<file path="src/rtl/spi_reg_bridge.sv">
// Register bridge behind an SPI slave byte receiver: synchronises byte/CS strobes into sysclk,
// parses {command, data...} frames, writes control registers and reloads the MISO byte for reads.
module spi_reg_bridge #(
  parameter int NUM_RW = 8,
  parameter int NUM_RO = 4,
  parameter logic [7:0] BAD_BYTE = 8'hEE
) (
  input  logic                  sysclk,
  input  logic                  reset,
  input  logic                  iRxReady,
  input  logic [7:0]            iRx,
  input  logic                  iSPICS,
  output logic                  oTxReady,
  output logic [7:0]            oTx,
  output logic [NUM_RW*8-1:0]   oRegs,
  output logic [NUM_RW-1:0]     oRegWrite,
  input  logic [NUM_RO*8-1:0]   iStatus,
  output logic [7:0]            oErrCount,
  output logic [1:0]            dbg_state
);

  localparam logic [1:0] IDLE  = 2'd0;
  localparam logic [1:0] CMD   = 2'd1;
  localparam logic [1:0] WDATA = 2'd2;
  localparam logic [1:0] RDATA = 2'd3;

  // Handshake: oTxReady is a one-cycle strobe; oTx is valid on that cycle and held until the
  // next strobe. There is no back-pressure; the slave picks oTx up at its next byte start.

  logic [1:0] state;
  logic [2:0] rdy_sync;
  logic [2:0] cs_sync;
  logic [3:0] addr;
  logic       bad;

  logic       rx_event;
  logic       cs_rise;
  logic       cs_fall;
  logic       wr_hit;
  logic [3:0] rd_addr;
  logic [7:0] rd_byte;
  logic       rd_bad;

  assign rx_event  = rdy_sync[1] & ~rdy_sync[2];
  assign cs_rise   = cs_sync[1] & ~cs_sync[2];
  assign cs_fall   = ~cs_sync[1] & cs_sync[2];
  assign wr_hit    = ({1'b0, addr} < 5'(NUM_RW));
  assign dbg_state = state;

  // The command byte itself carries the first read address, so bypass the addr register there.
  assign rd_addr = (state == CMD) ? iRx[3:0] : addr;

  always_comb begin
    rd_byte = BAD_BYTE;
    rd_bad  = 1'b1;
    for (int k = 0; k < NUM_RW; k++) begin
      if (rd_addr == 4'(k)) begin
        rd_byte = oRegs[8*k +: 8];
        rd_bad  = 1'b0;
      end
    end
    for (int k = 0; k < NUM_RO; k++) begin
      if (rd_addr == 4'(NUM_RW + k)) begin
        rd_byte = iStatus[8*k +: 8];
        rd_bad  = 1'b0;
      end
    end
  end

  always_ff @(posedge sysclk) begin
    if (reset) begin
      state     <= IDLE;
      rdy_sync  <= '0;
      cs_sync   <= '0;
      addr      <= '0;
      bad       <= 1'b0;
      oRegs     <= '0;
      oRegWrite <= '0;
      oTxReady  <= 1'b0;
      oTx       <= '0;
      oErrCount <= '0;
    end else begin
      rdy_sync  <= {rdy_sync[1:0], iRxReady};
      cs_sync   <= {cs_sync[1:0], iSPICS};
      oRegWrite <= '0;
      oTxReady  <= 1'b0;
      // Frame end wins over any byte event landing on the same cycle.
      if (cs_rise) begin
        state <= IDLE;
        if (bad && oErrCount != 8'hFF) oErrCount <= oErrCount + 8'd1;
      end else begin
        case (state)
          IDLE: begin
            if (cs_fall) begin
              state <= CMD;
              bad   <= 1'b0;
            end
          end
          CMD: begin
            if (rx_event) begin
              if (iRx[7]) begin
                state <= WDATA;
                addr  <= iRx[3:0];
              end else begin
                state    <= RDATA;
                oTx      <= rd_byte;
                oTxReady <= 1'b1;
                if (rd_bad) bad <= 1'b1;
                addr     <= iRx[3:0] + 4'd1;
              end
            end
          end
          WDATA: begin
            if (rx_event) begin
              for (int k = 0; k < NUM_RW; k++) begin
                if (addr == 4'(k)) begin
                  oRegs[8*k +: 8] <= iRx;
                  oRegWrite[k]    <= 1'b1;
                end
              end
              if (!wr_hit) bad <= 1'b1;
              addr <= addr + 4'd1;
            end
          end
          default: begin
            if (rx_event) begin
              oTx      <= rd_byte;
              oTxReady <= 1'b1;
              if (rd_bad) bad <= 1'b1;
              addr     <= addr + 4'd1;
            end
          end
        endcase
      end
    end
  end

endmodule

</file>
<file path="config.mk">
export PLATFORM = sky130hd
export DESIGN_NAME = spi_reg_bridge
export DESIGN_NICKNAME = d
export VERILOG_FILES = /design/src/rtl/spi_reg_bridge.sv
export SDC_FILE = /design/constraint.sdc
export NUM_CORES = 1
export LEC_CHECK = 0
export BUFFER_PORTS_ARGS = -buffer_cell sky130_fd_sc_hd__buf_2
export CORE_MARGIN = 8
export CORE_UTILIZATION = 50
export DETAILED_ROUTE_END_ITERATION = 12
export PLACE_DENSITY_LB_ADDON = 0.12
export SETUP_SLACK_MARGIN = 0.15
export SLEW_MARGIN = 20
export SYNTH_ARGS = -nofsm -noshare
export SYNTH_HDL_FRONTEND = slang
export SYNTH_SLANG_ARGS = --single-unit
</file>
<file path="constraint.sdc">
create_clock -name sysclk -period 2.5 [get_ports sysclk]
set_input_delay 0.375 -clock sysclk [delete_from_list [all_inputs] [get_ports sysclk]]
set_output_delay 0.375 -clock sysclk [all_outputs]
set_load 0.1 [all_outputs]
</file>
==> run metrics, run 1 <==
vias in the first global route=5,058; RSZ-0062 raised after global routing=no; via count=5,424; Yosys reg bits=102; setup TNS=0 ps; GPL Wtd Cong=between 0.9 and 1; Tcrit/Tclk final=86.51%; Critical Path RT=2740 ps; register area share after synthesis=41.37%; Die Wd=115.4 um; fmax=~460 MHz; most common flop cell mapped by yosys=dfxtp_1; Layout area overhead=21.09%; first-pass GRT wire length=between 20 and 30 mm; PD cells=496.1 nW/um^2; post-synth top area cell=dfxtp_1; asr flop ratio synth=0%; nets=792; # setup viols final=0; CTS tree=built; CTS resizes=0; final setup skew=11.83 ps; Skew-Pair Late Insertion Delay=roughly 380 ps; cells taking the most area after synthesis=dfxtp_1 (41%), a21oi_1 (8.4%), nand3_1 (7.1%); initial antenna violation count=0; max_cap viols=0; Routed Antenna Nets=0; Synth top cells by count=dfxtp_1 (102), nand2_1 (93), a21oi_1 (83); drt total wl=18.40 mm; synthesized area per cell=7.974 um^2; IO Count=135; status=finished, final reports clean; I/O Buffers=between 100 and 150; Synth cell types=61; leakage=2.367 nW; Overflow after GRT=0; count leader, synth=dfxtp_1; Syn Nets=669; WP data arrival=2400 ps; placed wire-length estimate=13.46 mm; Max clock buf depth=2; VDD IR-drop max=0.3661 mV; Synth Instances=619; Hold-fix buffers, CTS=0; mapped cell area=4936 um^2; DR pass1 iterations=8; Power Total=2.965 mW; DRT iter0 DRCs=566; Chip Height=115.4 um; Post-synth EDFFs=0; Via density=6.164; fraction of layout instances using a drive strength above 1=26.77%; Fin. Hold Viols=0; R2R depth=7; post-synth top area share=41.37%; Worst slew margin=50.46%; Initial Util=50.97%; # rows=36; Remaining DRCs=0; critical setup path kind=register to register; die area=~13,000 um^2; Post-Route Utilization=61.72%; H-tree levels=3; ANT cells=0; Max Slew Vio Count=0; Ys Warns=0; CP max FO=13; hold crit path type=input pin to register; worst slew pin tran=743.0 ps; clock sink total=between 100 and 150; Startpoint Class=register; gr usage total=27.34%; CTS root buffer=clkbuf_8; pin count of the biggest net entering global routing=74; core area=9684 um^2; crit end category=register; hold path cells=2; postcts setup bufs=0; fin crit period=2163 ps; Clock Pin Slew Worst Setup and Hold Paths=100 ps; CTS Buf Count=9; routed len/inst=20.91 um
state kept, by name, indices dropped and copies added (netlist names):
| name | cells |
|---|---|
| addr | 4 |
| bad | 1 |
| cs_sync | 3 |
| dbg_state | 2 |
| oErrCount | 8 |
| oRegWrite | 8 |
| oRegs | 64 |
| oTx | 8 |
| oTxReady | 1 |
| rdy_sync | 3 |
stage by stage:
step                hold slack (ps)  std cells  instance area, um^2  setup slack, ps
finish                        197.5        880                 5977            337.2
global route                  213.3        880                 5977            161.6
CTS                           193.2        880                 5976            256.3
detailed placement            447.7        864                 5761            250.9
global placement              424.9        864                 5761            307.1
floorplan                     413.8        619                 4938            205.5
area by class of cell:
class | count | area (um^2)
tap | 133 | 166.4
clock inverter | 5 | 63.81
multi-input combinational | 465 | 2664
clock buffer | 11 | 151.4
inverter | 3 | 11.26
fill | 910 | 3707
timing repair buffer | 161 | 875.8
sequential | 102 | 2044
cell families after synthesis:
group                    share of synthesized area (%)
buffers and inverters                            4.943
flip-flops                                       41.37
AO/OA/AOI/OAI                                    22.64
AND/OR/NAND/NOR                                  26.57
XOR/XNOR                                         1.420
multiplexers                                     1.546
adder cells (fa/ha/maj)                          1.521
layer usage:
metal  share of wire, %  track usage (%)  up-vias  routed length (um)
met3                 13            7.826       49                2366
met5                  0                0        -                   0
met2                 43            40.00      364                7950
met1                 41            36.24     2535                7505
li1                   -                -     2476                   -
met4                3.1            12.52        0                 578
report_power, final:
part	internal, mW	switching (mW)	total, mW
clock	0.531	0.611	1.14
sequential	1.63	0.00445	1.63
combinational	0.0666	0.125	0.191
worst max-delay path, cell delays in order (launching register included):
cell and delay, ps:
dfxtp_2 480, nand2b_1 200, mux2_2 440, a2111oi_2 290
nor4_1 110, buf_4 150, nor4_2 280, nor4_2 70
placed cells by master (no fill, tap or decap), types with 2 or more instances in the layout:
master / instances
a21boi_0: 2
a21oi_1: 83
a221o_1: 5
a221oi_1: 2
a22oi_1: 8
a31o_2: 2
a31oi_1: 8
a32oi_1: 5
buf_2: 133
buf_4: 28
clkbuf_8: 11
dfxtp_1: 100
dfxtp_2: 2
ha_1: 6
inv_1: 3
inv_6: 2
mux2i_1: 5
nand2_1: 93
nand2b_1: 6
nand3_1: 70
nand4_1: 5
nand4b_1: 2
nor2_1: 43
nor2b_1: 14
nor3_1: 10
nor3_4: 2
nor4_2: 6
o211a_1: 3
o21ai_0: 21
o21ai_1: 3
o22ai_1: 25
or3_1: 2
xnor2_1: 3
xor2_1: 5
path summary, 6_finish.rpt:
| path | start | slack, ps | endpoint |
|---|---|---|---|
| min | iRxReady | 200 | rdy_sync[0]$_SDFF_PP0_ |
| max reg2reg | dbg_state[1]$_SDFFE_PP0P_ | 340 | oTx[7]$_SDFFE_PP0P_ |
| min reg2reg | cs_sync[0]$_SDFF_PP0_ | 460 | cs_sync[1]$_SDFF_PP0_ |
| max | dbg_state[1]$_SDFFE_PP0P_ | 340 | oTx[7]$_SDFFE_PP0P_ |
Note: power is estimated with default switching activity, not from simulation.
==> run 2, diff against run 1 <==
--- a/config.mk
+++ b/config.mk
@@ -7,7 +7,7 @@
 export LEC_CHECK = 0
 export BUFFER_PORTS_ARGS = -buffer_cell sky130_fd_sc_hd__buf_2
 export CORE_MARGIN = 8
-export CORE_UTILIZATION = 50
+export CORE_UTILIZATION = 48
 export DETAILED_ROUTE_END_ITERATION = 12
 export PLACE_DENSITY_LB_ADDON = 0.12
 export SETUP_SLACK_MARGIN = 0.15
==> run 2 against run 1 <==
Against the previous run:
- worst setup slack worse by 37 ps
- combinational power rose by 4%
- first-iteration DRC count down 6.0%
- power shrank 0.86%
- clock power hardly changed
- sequential share of layout area shrank 0.31 points
- global-route usage shrank 1.4 points
- largest cell class unchanged
- largest power group unchanged
==> run metrics, run 2 (synthesized netlist as in run 1, its figures left out) <==
H-tree levels=3 (unchanged); # rows=37 (+2.8%); Largest Register=oRegs; via count=5,385 (-0.72%); RSZ-0062 raised after global routing=no; Min-Delay Startpoint=iSPICS; most frequent cells in the layout=buf_2 (134), dfxtp_1 (100), nand2_1 (93); placed wire-length estimate=13.54 mm (+0.55%); CTS tree=built; Crit. Startpoint=addr[1]$_SDFFE_PP0P_; Critical Path, Cell by Cell=inv_1 > o211a_1 > a2111oi_2 > nor4_1 > buf_4 > nor4_2 > nor4_2; Tcrit/Tclk final=87.98% (+1.5 points); # setup viols final=0 (unchanged); Chip Height=117.4 um (+1.8%); VDD IR-drop max=0.2952 mV (-19%); pin count of the biggest net entering global routing=55 (-26%); vias in the first global route=5,236 (+3.5%); status=finished, final reports clean; ANT cells=0 (unchanged); Via density=6.071 (-1.5%); routed len/inst=20.75 um (-0.78%); I/O Buffers=134 (unchanged); setup TNS=0 ps (unchanged); Die Wd=117.4 um (+1.8%); Remaining DRCs=0 (unchanged); max_cap viols=0 (unchanged); Post-Route Utilization=59.50% (-2.2 points); nets=797 (+0.63%); Largest register FFs=64 (unchanged); clock sink total=102 (unchanged); first-pass GRT wire length=29.26 mm (+4.3%); CTS resizes=0 (unchanged); fillcell total=966 (+6.2%); fin cells=887 (+0.80%); fmax=454.7 MHz (-1.7%); Max Slew Vio Count=0 (unchanged); postcts setup bufs=0 (unchanged); Initial Util=48.69% (-2.3 points); Layout area overhead=22.21%; hold crit path type=input pin to register; DRT iter0 DRCs=532 (-6.0%); Startpoint Class=register; DR pass1 iterations=5 (-3); drt total wl=18.40 mm (about the same); most common cell after layout, fill and taps aside=buf_2; critical setup path kind=register to register; final setup skew=12.43 ps (+0.5988 ps); die area=13,780 um^2 (+3.6%); Reg area=2044 um^2 (unchanged); PD cells=487.4 nW/um^2 (-1.8%); worst reg2reg startpoint=addr[1]$_SDFFE_PP0P_; Worst Slack Setup Final=300.5 ps (-36.66 ps); initial antenna violation count=0 (unchanged); Clock Pin Slew Worst Setup and Hold Paths=110 ps (about the same); gr usage total=25.90% (-1.4 points); fraction of layout instances using a drive strength above 1=27.43% (+0.66 points); area taken by multi-input logic gates=2679 um^2 (+0.56%); worst slew pin tran=595.3 ps (-147.7 ps); CTS Buf Count=9 (unchanged); leakage=2.374 nW (+0.29%); Worst slew margin=60.18% (+9.7 points); Overflow after GRT=0 (unchanged); Skew-Pair Late Insertion Delay=380 ps (about the same); CTS root buffer=clkbuf_8; Critical Path RT=2770 ps (+30 ps); Critical Path Max Stage Delay=620 ps (+140 ps); GPL Wtd Cong=0.9851 (+2.4%); Max clock buf depth=2 (unchanged); core area=10,140 um^2 (+4.7%); Fin. Hold Viols=0 (unchanged); most frequent CP cell=nor4_2; Crit-path slowest cell=dfxtp_1; Place WS=160.6 ps (-90.28 ps); fin crit period=2199 ps (+36.66 ps); Routed Antenna Nets=0 (unchanged); Hold-fix buffers, CTS=0 (unchanged); CP max FO=12 (-1); crit end category=register; placed cells=872 (+0.93%); IO Count=135 (unchanged); WP data arrival=2460 ps (+60 ps); Power Total=2.940 mW (-0.86%)
run 2: area by class of cell:
class,count,area share (%)
flip-flops and latches,102,33.89
clock buffers,9,2.054
multi-input cells,465,44.41
clock inverters,6,1.328
repair buffers,166,15.31
inverters,3,0.1867
well taps,136,2.821
run 2: where the power goes:
| group | switching, mW | internal [mW] | total (mW) |
|---|---|---|---|
| registers | 0.00276 | 1.63 | 1.63 |
| clock network | 0.635 | 0.475 | 1.11 |
| logic | 0.127 | 0.0710 | 0.198 |
run 2: final timing paths:
check        cells past startpoint  slack, ps                      to
min reg2reg                      1        460  rdy_sync[1]$_SDFF_PP0_
min                              2        220   cs_sync[0]$_SDFF_PP0_
max                              7        300     oTx[7]$_SDFFE_PP0P_
max reg2reg                      7        300     oTx[7]$_SDFFE_PP0P_
run 2: metrics by stage:
step	area (um^2)	hold WS (ps)
floorplan	4938	413.8
global placement	5816	430.5
detailed placement	5816	429.5
CTS	6020	216.8
global route	6032	223.1
finish	6032	215.2
run 2: critical path, delay by kind of cell (launching register included):
family | cells | cell delay [ps]
compound gates | 2 | 630
flops | 1 | 620
simple gates | 3 | 470
buf+inv | 2 | 360
run 2: metal layers:
metal	wire, um	track usage [%]	up-vias	part of all wire [%]
li1	-	-	2491	-
met2	8063	38.76	306	44
met1	8123	34.59	2543	44
met3	1813	7.434	45	9.9
met5	0	0	-	0
met4	402	9.327	0	2.2
